**src/rtl/prog_loader_pkg.sv**
```systemverilog
// Shared types and constants for the serial program loader.
// States, sync byte and the error codes reported on err.
package prog_loader_pkg;

    typedef enum logic [2:0] {
        IDLE,
        CNT_LO,
        CNT_HI,
        DATA,
        CKSUM
    } loader_state_t;

    localparam logic [7:0] SYNC_BYTE = 8'hA5;

    localparam logic [1:0] ERR_NONE    = 2'b00;
    localparam logic [1:0] ERR_COUNT   = 2'b01;
    localparam logic [1:0] ERR_CKSUM   = 2'b10;
    localparam logic [1:0] ERR_TIMEOUT = 2'b11;

endpackage

```
**src/rtl/prog_loader_idle_timer.sv**
```systemverilog
// Inter-byte watchdog: fires on the TIMEOUT_CYC-th consecutive quiet
// clock while enabled; a kick on that same clock wins.
module idle_timer #(
    parameter int TIMEOUT_CYC = 1000000
) (
    input  logic clk,
    input  logic rst_n,
    input  logic enable,
    input  logic kick,
    output logic expired
);

    localparam int CW = $clog2(TIMEOUT_CYC + 1);

    logic [CW-1:0] r_cnt;

    always_ff @(posedge clk) begin
        if (!rst_n || !enable || kick)
            r_cnt <= '0;
        else
            r_cnt <= r_cnt + CW'(1);
    end

    assign expired = enable && !kick && (r_cnt == CW'(TIMEOUT_CYC - 1));

endmodule

```
**src/rtl/prog_loader.sv**
```systemverilog
// Serial program loader: frames UART bytes into instruction words,
// writes them to IMEM and releases the CPU after a verified checksum.
module prog_loader
    import prog_loader_pkg::*;
#(
    parameter int ADDR_W      = 12,
    parameter int DEPTH       = 4096,
    parameter int TIMEOUT_CYC = 1000000
) (
    input  logic              clk,
    input  logic              rst_n,
    input  logic [7:0]        rx_data,
    input  logic              rx_valid,
    output logic              imem_we,
    output logic [ADDR_W-1:0] imem_addr,
    output logic [31:0]       imem_wdata,
    output logic              cpu_run,
    output logic              busy,
    output logic              done,
    output logic [1:0]        err
);

    localparam logic [16:0] DEPTH_W = 17'(DEPTH);

    loader_state_t     r_state, w_state_nx;
    logic [15:0]       r_count, w_count_nx;
    logic [23:0]       r_word, w_word_nx;
    logic [1:0]        r_bidx, w_bidx_nx;
    logic [15:0]       r_widx, w_widx_nx;
    logic [7:0]        r_cksum, w_cksum_nx;
    logic              r_we, w_we_nx;
    logic [ADDR_W-1:0] r_addr, w_addr_nx;
    logic [31:0]       r_wdata, w_wdata_nx;
    logic              r_run, w_run_nx;
    logic              r_done, w_done_nx;
    logic [1:0]        r_err, w_err_nx;

    logic              w_busy;
    logic              w_expired;
    logic [15:0]       w_cnt_full;
    logic              w_cnt_bad;

    assign w_busy     = (r_state != IDLE);
    assign w_cnt_full = {rx_data, r_count[7:0]};
    assign w_cnt_bad  = (w_cnt_full == 16'd0) ||
                        ({1'b0, w_cnt_full} > DEPTH_W);

    idle_timer #(
        .TIMEOUT_CYC(TIMEOUT_CYC)
    ) u_idle_timer (
        .clk    (clk),
        .rst_n  (rst_n),
        .enable (w_busy),
        .kick   (rx_valid),
        .expired(w_expired)
    );

    always_ff @(posedge clk) begin
        if (!rst_n) begin
            r_state <= IDLE;
            r_count <= '0;
            r_word  <= '0;
            r_bidx  <= '0;
            r_widx  <= '0;
            r_cksum <= '0;
            r_we    <= 1'b0;
            r_addr  <= '0;
            r_wdata <= '0;
            r_run   <= 1'b0;
            r_done  <= 1'b0;
            r_err   <= ERR_NONE;
        end else begin
            r_state <= w_state_nx;
            r_count <= w_count_nx;
            r_word  <= w_word_nx;
            r_bidx  <= w_bidx_nx;
            r_widx  <= w_widx_nx;
            r_cksum <= w_cksum_nx;
            r_we    <= w_we_nx;
            r_addr  <= w_addr_nx;
            r_wdata <= w_wdata_nx;
            r_run   <= w_run_nx;
            r_done  <= w_done_nx;
            r_err   <= w_err_nx;
        end
    end

    always_comb begin
        w_state_nx = r_state;
        w_count_nx = r_count;
        w_word_nx  = r_word;
        w_bidx_nx  = r_bidx;
        w_widx_nx  = r_widx;
        w_cksum_nx = r_cksum;
        w_we_nx    = 1'b0;
        w_addr_nx  = r_addr;
        w_wdata_nx = r_wdata;
        w_run_nx   = r_run;
        w_done_nx  = r_done;
        w_err_nx   = r_err;

        if (w_expired) begin
            w_state_nx = IDLE;
            w_err_nx   = ERR_TIMEOUT;
        end else if (rx_valid) begin
            unique case (r_state)
                IDLE: begin
                    if (rx_data == SYNC_BYTE) begin
                        w_state_nx = CNT_LO;
                        w_done_nx  = 1'b0;
                        w_err_nx   = ERR_NONE;
                        w_cksum_nx = '0;
                        w_widx_nx  = '0;
                        w_bidx_nx  = '0;
                        w_run_nx   = 1'b0;
                    end
                end
                CNT_LO: begin
                    w_count_nx[7:0] = rx_data;
                    w_state_nx      = CNT_HI;
                end
                CNT_HI: begin
                    w_count_nx = w_cnt_full;
                    if (w_cnt_bad) begin
                        w_err_nx   = ERR_COUNT;
                        w_state_nx = IDLE;
                    end else begin
                        w_state_nx = DATA;
                    end
                end
                DATA: begin
                    w_cksum_nx = r_cksum ^ rx_data;
                    w_bidx_nx  = r_bidx + 2'd1;
                    if (r_bidx == 2'd3) begin
                        w_we_nx    = 1'b1;
                        w_addr_nx  = r_widx[ADDR_W-1:0];
                        w_wdata_nx = {rx_data, r_word};
                        w_widx_nx  = r_widx + 16'd1;
                        if (r_widx == r_count - 16'd1)
                            w_state_nx = CKSUM;
                    end else begin
                        w_word_nx[{r_bidx, 3'b000} +: 8] = rx_data;
                    end
                end
                CKSUM: begin
                    // a failed check leaves loaded words in place
                    if (rx_data == r_cksum) begin
                        w_done_nx = 1'b1;
                        w_run_nx  = 1'b1;
                    end else begin
                        w_err_nx  = ERR_CKSUM;
                    end
                    w_state_nx = IDLE;
                end
                default: w_state_nx = IDLE;
            endcase
        end
    end

    assign imem_we    = r_we;
    assign imem_addr  = r_addr;
    assign imem_wdata = r_wdata;
    assign cpu_run    = r_run;
    assign busy       = w_busy;
    assign done       = r_done;
    assign err        = r_err;

endmodule

```
**config.mk**
```make
export PLATFORM = sky130hd
export DESIGN_NAME = prog_loader
export DESIGN_NICKNAME = d
export VERILOG_FILES = /design/src/rtl/prog_loader_pkg.sv /design/src/rtl/prog_loader_idle_timer.sv /design/src/rtl/prog_loader.sv
export SDC_FILE = /design/constraint.sdc
export NUM_CORES = 1
export LEC_CHECK = 0
export ABC_AREA = 1
export ABC_CLOCK_PERIOD_IN_PS = 2300
export BUFFER_PORTS_ARGS = -buffer_cell sky130_fd_sc_hd__buf_2
export CORE_ASPECT_RATIO = 0.8
export CORE_MARGIN = 10
export CORE_UTILIZATION = 59
export DETAILED_ROUTE_END_ITERATION = 8
export GPL_ROUTABILITY_DRIVEN = 0
export PLACE_DENSITY = 0.8
export SLEW_MARGIN = 25
export SYNTH_ARGS = -nofsm -noshare
export SYNTH_HDL_FRONTEND = slang
export SYNTH_SLANG_ARGS = --single-unit
```
**constraint.sdc**
```tcl
create_clock -name clk -period 2.3 [get_ports clk]
set_input_delay 0 -clock clk [delete_from_list [all_inputs] [get_ports clk]]
set_output_delay 0 -clock clk [all_outputs]
set_load 0.01 [all_outputs]
```
Word-level counts from Yosys, hierarchy flattened. Index checks and enable logic that the tools add are counted.

Bitwise operators: 6. Mux-type cells: 22. Shift operators: 2. Reductions and logical operators: 26. $add $sub $neg: 5. $lt $le $gt $ge: 1. Equality and inequality tests: 16.

Operator list (count): two-way mux 16 bit (2); case mux 16 bit (2 select lines) (1); bitwise mux 24 bit (1); variable shift 8 x 7 -> 24 bit, first input constant (1); indexed part select 8 x 7 -> 24 bit (1); adder 20 x 1 -> 20 bit, second input constant (1); == test 20 bit, second input constant (1); adder 16 x 1 -> 16 bit, second input constant (1); == test 16 bit (1); > comparator 16 x 13 -> 1 bit, second input constant (1); logical NOT 16 bit (1); case mux 8 bit (2 select lines) (1); AND reduction 4 bit (4); subtractor 16 x 1 -> 16 bit, second input constant (1); AND reduction 5 bit (3); two-way mux 2 bit (6); case mux 3 bit (4 select lines) (1); two-way mux 3 bit (3); inequality test 3 x 2 -> 1 bit, second input constant (3); == test 8 bit (1); == test 8 bit, second input constant (1); two-way mux 8 bit (1); inequality test 2 bit, second input constant (4); bitwise XOR 8 bit (1); 21 further kinds (36).

Input bits: 11. Logic and storage cells: 91. Register bits after elaboration: 137.

Longest topological paths before layout. Gate-level depths: netlist (run 1).

Word-level depth: 6. Gate-level depth with buffers: 16. Gate-level depth less buffers: 16.

Hierarchy. A second synthesis (run 1) with hierarchy kept.

Cells, all modules: 917. Area, all modules: 6572.6 um2.

By module, submodules not included: prog_loader (sequential area each 2342.2 um2, instances 1, area each 5505.3 um2, cells each 759); idle_timer (sequential area each 400.4 um2, instances 1, area each 1067.3 um2, cells each 158).

Least setup slack after synthesis (run 1). No wires, ideal clock.

Path kind: reg2reg. Start: reg r_count[0]. End: reg r_state[0]. Cell stages (with the launch flop): 14. Buffers on the path: 0. Clock period less this slack: 1762 ps. Data required time: 2185 ps. Path slack: 538 ps. Library setup time: 115 ps. Arrival time: 1647 ps. Path through: dfxtp_1 -> inv_1 -> ha_1 -> nand2_1 -> nor2_1 -> nand2_1 -> nand2_1 -> nand2_1 -> nor2_1 -> nand2_1 -> nor2_1 -> nand3_1 -> a21oi_1 -> nor2_1.

Longest elaborated chain between the ends: 4. Elaborated cells between the ends (all ways): 9. Classes of those cells: 1 x add/sub; 1 x order compare; 2 x eq/ne; 2 x mux; 3 x reduce/logical.

Ends and longest elaborated chain: start, declared (RTL line prog_loader.sv:26) `logic [15:0] r_count, w_count_nx;`; start signal, assigned (RTL line prog_loader.sv:74) `r_count <= w_count_nx;`; subtractor 16 x 1 -> 16 bit (tied with other cells) (RTL line prog_loader.sv:139) `if (r_widx == r_count - 16'd1)`; == test 16 bit or logical OR 1 bit (tied branches) (RTL line prog_loader.sv:139, prog_loader.sv:45); inequality test 2 bit (no source line) or two-way mux 2 bit (tied branches); AND reduction 4 bit (no source line) or case mux 3 bit (4 select lines) (tied branches); end signal, assigned (RTL line prog_loader.sv:73) `r_state <= w_state_nx;`; end, declared (RTL line prog_loader.sv:25) `loader_state_t r_state, w_state_nx;`.

Parallel ways exist; a longest one is shown, timed or not. A chain may end at the register's enable or synchronous reset.

Final worst setup path (run 1).
Start: reg r_state[0]. End: reg r_word[13].

Longest elaborated chain between the ends: 5. Elaborated cells between the ends (all ways): 6. Classes of those cells: 1 x eq/ne; 1 x bitwise; 4 x reduce/logical.

Ends and longest elaborated chain: nonzero test 3 bit (RTL line prog_loader.sv:43) `assign w_busy = (r_state != IDLE);`; logical AND 1 bit (2 in a row) (RTL line prog_loader_idle_timer.sv:24) `assign expired = enable && !kick && (r_cnt == CW'(TIMEOUT_CYC - 1));`; inverter 1 bit (no source line); AND reduction 4 bit (no source line) (*); end signal, assigned (RTL line prog_loader.sv:75) `r_word <= w_word_nx;`; end, declared (RTL line prog_loader.sv:27) `logic [23:0] r_word, w_word_nx;`.

Mark *: on every way between the ends. The rest lies on a longest branch, timed or not.

==> results of run 1 <==
-- sequential cells by signal (all words and copies together), names as in the netlist, 2 cells and up --
name and cells:
u_idle_timer.r_cnt 20, r_count 16, imem_wdata 32, r_state 3
r_widx 16, imem_addr 12, r_word 24, r_cksum 8
r_bidx 2, err 2
-- per-layer routing --
metal	vias to the layer above	GRT usage, %	routed length, µm
met5	-	0	0
met4	0	6.45	195
met3	19	5.30	1310
met2	212	32.3	7070
met1	2706	29.8	7640
li1	3015	-	-
-- per-stage QoR --
step | hold WS, ns | instance area [µm²] | setup WS, ns
finish | 0.0284 | 7480 | 0.251
global route | 0.0645 | 7480 | 0.0492
CTS | 0.0255 | 7470 | 0.132
detailed placement | 0.319 | 6780 | 0.190
global placement | 0.313 | 6780 | 0.335
floorplan | 0.139 | 6300 | 0.538
-- layout make-up --
cell class	count	area (µm²)
Sequential cell	137	2740
Fill cell	804	2840
Clock buffer	18	439
Multi-Input combinational cell	601	3010
Clock inverter	13	195
Tap cell	140	175
Timing Repair Buffer	81	495
Inverter	113	424
-- worst min-delay path, cell delays in order --
cell and delay (ns):
buf_2 0.15, clkinv_1 0.06, nor2_1 0.07, o21ai_0 0.08, nor2_1 0.04
-- logic make-up (layout without fill, tap and decap cells) --
group | Yosys count | after routing | synth area share [%]
fa+ha+maj | 9 | 9 | 1.79
flops | 137 | 137 | 43.5
xor+xnor | 25 | 25 | 3.69
compound gates | 219 | 219 | 18.1
simple gates | 348 | 348 | 24.0
buf+inv | 144 | 225 | 8.99
-- worst paths after layout --
check	to	slack, ns	depth (start not counted)
max	r_word[13]$_SDFFE_PN0P_	0.25	7
min	u_idle_timer.r_cnt[7]$_SDFF_PP0_	0.03	5
max reg2reg	r_word[13]$_SDFFE_PN0P_	0.25	7
min reg2reg	imem_wdata[10]$_SDFFE_PN0P_	0.45	2
-- cells in the mapped netlist (2+ instances only) --
cell type,instances
xor2_1,13
inv_1,105
clkbuf_1,18
dfxtp_1,137
ha_1,9
nor3b_1,4
o21ai_0,95
o211ai_1,2
nand2_1,148
buf_2,9
nand3_1,40
inv_2,6
nor2_4,2
nor3_1,22
nand2_2,2
nor2_1,105
nor2_2,3
buf_4,4
nor4_1,6
o21a_1,3
xnor2_1,11
clkinv_1,2
a211oi_1,7
a21oi_1,108
o21ai_1,2
nand4_1,10
or2_2,2
-- report_power, final --
group          total, mW  internal (mW)  switching (mW)  leakage, nW
sequential          2.45           2.41          0.0390         1.10
combinational      0.681          0.223           0.458         1.77
clock               2.92           1.85            1.07        0.304
total               6.06           4.49            1.57         3.18
-- timing repair --
item,in CTS,in global routing
gates resized for setup,0,5
hold endpoints to repair,9,0
endpoints found under the setup margin,0,3
hold buffers,5,0
==> impl_metrics.py, run 1 <==
metrics = {
    "sta": {
        "max_freq_mhz": 488,
        "maxSlewHeadroom_pct": 60.3,
        "finalCriticalPeriod_ns": 2.05,
        "fin_setup_tns_ns": 0,
        "rsz0062_at_grt": "false",
        "fin_skew_ns": 0.00709,
        "worstMarginPinSlew_ns": 0.594,
        "timing.final.crit_share_pct": 89.1,
        "setup_viol": 0,
        "final_hold_viol_count": 0,
        "slew_violations": 0,
    },
    "yosys": {
        "ys_ff_latch": 137,
        "ys_seq_area_share_pct": 43.5,
        "postSynthCellCount": 882,
        "async_reset_ff_share_pct": 0,
        "synthFlopType": "dfxtp_1",
        "synth_area_leaders": "dfxtp_1, nand2_1, a21oi_1, o21ai_0, inv_1",
        "yosys_warnings": 0,
        "syn_nets": 902,
        "netlist_area_mm2": 0.00630,
        "synth_top_area_cell": "dfxtp_1",
        "synth.avg_cell_area_um2": 7.15,
        "synth_edf_count": 0,
        "synth_cell_types": 34,
        "yosysTopAreaCellShare_pct": 43.5,
    },
    "route": {
        "via_per_inst": 5.40,
        "wl_per_cell_um": 14.7,
        "dr.pass1.iters": 5,
        "routed_wl_um": 16200,
        "drtAntennaViolNets": 0,
        "drc": 0,
        "num_vias": 5952,
        "drtIter0Drc": 590,
    },
    "worst_setup_path": {
        "cp.buffers_inverters": 1,
        "critPathKind": "flop to flop",
        "arrival_ns": 2.33,
        "path_max_fanout": 16,
        "rr_startpoint": "r_state[0]$_SDFFE_PP0P_",
        "cpLargestDelayFamily": "simple AND/OR/NAND/NOR gates",
        "crit_required_ns": 2.58,
        "cp-start-kind": "flop",
        "crit_start": "r_state[0]$_SDFFE_PP0P_",
        "crit_path_cell_trace": "inv_1 > nor2_1 > nand2_1 > nor2_2 > nand3_1 > o21ai_0 > a21oi_1",
        "cp-end-kind": "flop",
        "critPathMaxStageDelay_ns": 0.46,
        "slowest_stage": "nand3_1",
    },
    "min_path": {
        "worstHoldStart": "rst_n",
        "hold_class": "input pin to flop",
    },
    "power": {
        "powerDensity_mw_per_mm2": 809,
        "total_power_mw": 6.06,
        "ir_drop_mv": 0.744,
        "power_leakage_nw": 3.18,
    },
    "die": {
        "core-area_mm2": 0.0103,
        "die_x_um": 136,
        "design.portCount": 61,
        "num_rows": 33,
        "initial_core_util_pct": 61.1,
        "die-area_mm2": 0.0152,
        "die_h_um": 112,
    },
    "cells_and_area": {
        "drive_gt1_share_pct": 13.5,
        "mostFrequentLayoutCells": "nand2_1, dfxtp_1, a21oi_1",
        "fin_nets": 971,
        "synthToLayoutAreaGrowth_pct": 18.7,
        "postLayoutCoreUtil_pct": 72.5,
        "final_cells": 1103,
        "final_common_cell": "nand2_1",
        "antenna_cells": 0,
    },
    "status": {
        "status": "finished clean",
    },
    "clock_network": {
        "cts_setup_buffers": 0,
        "tritoncts": "built",
        "cts_sinks": 137,
        "cts.clk_slew.worst_paths_ns": 0.06,
        "clock_latency_ns": 0.42,
        "clock_path_buffers": 2,
        "htree_levels": 4,
        "cts_buffers": 17,
        "root_buffer": "clkbuf_16",
    },
    "global_route": {
        "grt_max_degree": 61,
        "grt-ovfl-total": 0,
        "grt_pass1_vias": 5518,
        "antenna_found_initial": 0,
        "grt_pass1_wl_um": 27100,
        "track_usage_pct": 21.5,
    },
    "placed_design": {
        "dpl.hpwl_um": 11300,
        "io_buffer_count": 60,
        "dp_cells": 1067,
    },
    "run": {
        "maxCapViolCount": 0,
    },
}
No activity file was read; power rests on OpenSTA's default activity.
==> run 2, diff against run 1 <==
Settings changed: CTS_BUF_LIST from default to sky130_fd_sc_hd__clkbuf_16.
==> impl_metrics.py, run 2 (synthesis results as in run 1) <==
metrics = {
    "cells_and_area": {
        "mostFrequentLayoutCells": "nand2_1, dfxtp_1, a21oi_1",
        "drive_gt1_share_pct": 13.4,
        "synthToLayoutAreaGrowth_pct": 18.6,
        "final_common_cell": "nand2_1",
        "fill_cells": 803,
        "fin_nets": 971,
        "antenna_cells": 0,
        "largest_reg_flops": 32,
    },
    "sta": {
        "worstMarginPinSlew_ns": 0.592,
        "timing.final.crit_share_pct": 88.9,
        "slew_violations": 0,
        "setup_viol": 0,
        "final_hold_viol_count": 0,
        "fin_setup_tns_ns": 0,
        "rsz0062_at_grt": "false",
        "maxSlewHeadroom_pct": 60.4,
        "fin_skew_ns": 0.00523,
        "finalCriticalPeriod_ns": 2.04,
        "max_freq_mhz": 489,
    },
    "route": {
        "drtIter0Drc": 723,
        "drtAntennaViolNets": 0,
        "routed_wl_um": 16200,
        "dr.pass1.iters": 5,
        "wl_per_cell_um": 14.7,
        "drc": 0,
        "num_vias": 5947,
        "via_per_inst": 5.39,
    },
    "die": {
        "die_x_um": 136,
        "design.portCount": 61,
        "core-area_mm2": 0.0103,
        "die_h_um": 112,
        "initial_core_util_pct": 61.1,
        "num_rows": 33,
        "die-area_mm2": 0.0152,
    },
    "global_route": {
        "antenna_found_initial": 0,
        "track_usage_pct": 21.4,
        "grt-ovfl-total": 0,
        "grt_max_degree": 61,
        "grt_pass1_wl_um": 27000,
        "grt_pass1_vias": 5493,
    },
    "worst_setup_path": {
        "cp-end-kind": "flop",
        "rr_startpoint": "r_state[0]$_SDFFE_PP0P_",
        "crit_start": "r_state[0]$_SDFFE_PP0P_",
        "arrival_ns": 2.33,
        "setup.worst_path.end": "r_word[13]$_SDFFE_PN0P_",
        "worstRegToRegCells": 7,
        "crit_required_ns": 2.58,
        "cp-start-kind": "flop",
        "critPathKind": "flop to flop",
        "r2r-end": "r_word[13]$_SDFFE_PN0P_",
        "reg2reg_slack_ns": 0.26,
        "path_max_fanout": 16,
    },
    "power": {
        "powerDensity_mw_per_mm2": 807,
        "netSwitchingFraction_pct": 26.2,
        "p_switching_mw": 1.58,
        "ir_drop_mv": 0.744,
        "p_int_mw": 4.45,
        "combPwrFrac_pct": 11.3,
        "power_frac_seq_pct": 40.6,
        "total_power_mw": 6.03,
        "power_leakage_nw": 3.18,
        "p_clk_share_pct": 48.1,
    },
    "clock_network": {
        "cts_setup_buffers": 0,
        "cts.clk_slew.worst_paths_ns": 0.06,
        "clock_latency_ns": 0.43,
        "tritoncts": "built",
        "clock_path_buffers": 2,
        "root_buffer": "clkbuf_16",
        "cts_buffers": 17,
        "htree_levels": 4,
        "cts_sinks": 137,
    },
    "placed_design": {
        "dpl.hpwl_um": 11300,
        "io_buffer_count": 60,
    },
    "run": {
        "maxCapViolCount": 0,
    },
    "status": {
        "status": "finished clean",
    },
    "min_path": {
        "min_path_cells": 5,
        "hold_class": "input pin to flop",
    },
}
==> run 2: cell types whose count changed in the layout (fill, tap and decap cells not counted) <==
cell      previous run  this run
clkinv_1             2         3
clkbuf_8             1         0
==> run 2: layer usage <==
| layer | part of all wire, % | GRT usage, % | up-vias |
|---|---|---|---|
| li1 | - | - | 3020 |
| met1 | 47 | 29.9 | 2694 |
| met2 | 43 | 31.8 | 209 |
| met3 | 8.5 | 5.30 | 24 |
| met4 | 1.2 | 6.45 | 0 |
| met5 | 0 | 0 | - |
==> run 2: worst min-delay path by stage <==
| stage | start | end | slack (ns) |
|---|---|---|---|
| after floorplan | rx_data[1] | imem_wdata[25]$_SDFFE_PN0P_ | 0.14 |
| after global placement | rx_data[4] | r_count[4]$_SDFFE_PN0P_ | 0.31 |
| after detailed placement | rx_data[3] | imem_wdata[27]$_SDFFE_PN0P_ | 0.32 |
| after CTS | rx_data[7] | r_count[15]$_SDFFE_PN0P_ | 0.02 |
| after global routing | rx_data[7] | r_word[7]$_SDFFE_PN0P_ | 0.06 |
| final | rst_n | u_idle_timer.r_cnt[7]$_SDFF_PP0_ | 0.03 |
==> run 2: critical path, stage by stage, from the launching register on <==
cell	delay, ns
dfxtp_1	0.34
inv_1	0.08
nor2_1	0.12
nand2_1	0.19
nor2_2	0.23
nand3_1	0.46
o21ai_0	0.40
a21oi_1	0.08
==> run 2: layout make-up <==
type	count	area, µm²	area share [%]
clock buffer	17	425	5.69
clock inverter	14	199	2.66
inverter	113	424	5.67
multi-input combinational	601	3010	40.3
sequential	137	2740	36.7
tap	140	175	2.34
timing repair buffer	81	495	6.63
==> run 2: power groups by stage <==
stage | Sequential (mW) | Clock, mW | Combinational (mW)
2_1_floorplan | 2.49 | 0 | 0.490
3_3_place_gp | 2.50 | 0 | 0.629
3_5_place_dp | 2.50 | 0 | 0.639
4_1_cts | 2.45 | 2.90 | 0.659
5_1_grt | 2.46 | 3.00 | 0.784
6_report | 2.45 | 2.90 | 0.681
==> run 2: timing repair <==
item	4_1_cts	5_1_grt
setup endpoints to repair	0	3
gates resized for setup	0	5
hold endpoints to repair	9	0
hold buffers	5	0
==> run 2: through the flow <==
stage                     utilization [%]  worst slack [ns]  hold slack, ns  area (µm²)  instances
after floorplan                         -             0.538           0.139        6300        882
after global placement               65.7             0.335           0.313        6780       1067
after detailed placement             65.7             0.190           0.319        6780       1067
after CTS                            72.2             0.132          0.0246        7460       1103
after global routing                 72.4            0.0486          0.0648        7470       1103
final                                72.4             0.256          0.0266        7470       1103
==> run 3, diff against run 2 <==
Settings changed: CORE_ASPECT_RATIO 0.8 to 2.
==> impl_metrics.py, run 3 (synthesis results as in run 1) <==
metrics = {
    "sta": {
        "max_freq_mhz": 465,
        "finalCriticalPeriod_ns": 2.15,
        "timing.final.crit_share_pct": 93.5,
        "maxSlewHeadroom_pct": 59.7,
        "setup_viol": 0,
        "final_hold_viol_count": 0,
        "slew_violations": 0,
        "worstMarginPinSlew_ns": 0.599,
        "fin_skew_ns": 0.00968,
    },
    "power": {
        "total_power_mw": 5.78,
        "power_leakage_nw": 3.15,
        "ir_drop_mv": 0.861,
        "powerDensity_mw_per_mm2": 780,
    },
    "placed_design": {
        "dpl.hpwl_um": 12000,
        "io_buffer_count": 60,
    },
    "clock_network": {
        "cts.clk_slew.worst_paths_ns": 0.06,
        "cts_buffers": 17,
        "tritoncts": "built",
        "clock_latency_ns": 0.43,
        "root_buffer": "clkbuf_16",
        "cts_sinks": 137,
        "clock_path_buffers": 2,
        "htree_levels": 4,
        "cts_setup_buffers": 0,
    },
    "global_route": {
        "track_usage_pct": 22.0,
        "grt_pass1_wl_um": 27800,
        "grt-ovfl-total": 0,
        "grt_max_degree": 69,
        "antenna_found_initial": 1,
        "grt_pass1_vias": 6033,
    },
    "min_path": {
        "hold_class": "input pin to flop",
        "worstHoldStart": "rx_valid",
    },
    "route": {
        "dr_wl_met3_um": 561,
        "wl_per_cell_um": 15.1,
        "drtAntennaViolNets": 0,
        "top_layer": "met4",
        "drtIter0Drc": 442,
        "met2WireLength_um": 9120,
        "routed_wl_um": 16700,
        "via_per_inst": 5.44,
        "drc": 0,
        "wl_met1_um": 6180,
        "num_vias": 5998,
        "dr.pass1.iters": 4,
    },
    "die": {
        "design.portCount": 61,
        "num_rows": 53,
        "die-area_mm2": 0.0155,
        "die_h_um": 166,
        "initial_core_util_pct": 60.2,
        "die_x_um": 93.1,
        "core-area_mm2": 0.0105,
    },
    "worst_setup_path": {
        "cp-start-kind": "flop",
        "path_max_fanout": 5,
        "crit_start": "r_count[2]$_SDFFE_PN0P_",
        "cp-end-kind": "flop",
        "critPathKind": "flop to flop",
        "crit_required_ns": 2.62,
        "arrival_ns": 2.48,
        "rr_startpoint": "r_count[2]$_SDFFE_PN0P_",
    },
    "cells_and_area": {
        "largest_reg_flops": 32,
        "final_common_cell": "nand2_1",
        "postLayoutCoreUtil_pct": 70.7,
        "mostFrequentLayoutCells": "nand2_1, dfxtp_1, a21oi_1",
        "fin_nets": 971,
        "synthToLayoutAreaGrowth_pct": 17.5,
        "drive_gt1_share_pct": 13.3,
    },
    "run": {
        "maxCapViolCount": 0,
    },
    "status": {
        "status": "finished clean",
    },
}
## run 3: power by group
part	switching, mW	internal, mW	total (mW)
combinational	0.480	0.222	0.701
clock	1.19	1.44	2.63
sequential	0.0387	2.41	2.45
## run 3: path summary, 6_finish.rpt
kind / slack (ns) / cells past startpoint / end
max reg2reg: 0.15 / 12 / r_state[0]$_SDFFE_PP0P_
min: 0.03 / 4 / done$_SDFFE_PN0P_
min reg2reg: 0.46 / 2 / imem_wdata[10]$_SDFFE_PN0P_
max: 0.15 / 12 / r_state[0]$_SDFFE_PP0P_
## run 3: stage by stage
stage / worst slack [ns] / cell area (µm²) / setup TNS [ns] / std cells / hold slack (ns)
after floorplan: 0.538 / 6300 / 0 / 882 / 0.139
after global placement: 0.248 / 6750 / 0 / 1062 / 0.319
after detailed placement: 0.190 / 6750 / 0 / 1062 / 0.327
after CTS: 0.145 / 7390 / 0 / 1101 / 0.0360
after global routing: -0.0179 / 7410 / -0.0249 / 1102 / 0.0399
final: 0.148 / 7410 / 0 / 1102 / 0.0334
## run 3: routing by layer
layer	GRT usage [%]	vias to the layer above
met5	0	-
met4	14.0	0
met3	4.71	65
met2	40.5	157
met1	21.0	2764
li1	-	3012
## run 3: area by class of cell
class / instances / area, µm²
fill: 917 / 3070
multi-input combinational: 601 / 3010
sequential: 137 / 2740
timing repair buffer: 81 / 488
clock buffer: 17 / 425
inverter: 113 / 424
tap: 137 / 171
clock inverter: 15 / 148
antenna: 1 / 2.50
## run 3: worst max-delay path, stage by stage (launching register included)
cell and delay (ns):
dfxtp_1 0.36, nor2_1 0.18, nand2_1 0.16, nor2_1 0.34, nand2_1 0.10, nand2_1 0.08, nand2_1 0.05, nor2_1 0.09
nand2_1 0.06, nor2_1 0.16, nand3_1 0.22, a21oi_1 0.19, nor2_1 0.06
## run 3: what timing repair did
item | 4_1_cts | 5_1_grt
hold endpoints to repair | 26 | 0
hold buffers | 7 | 0
endpoints found under the setup margin | 0 | 3
resized for setup | 0 | 4
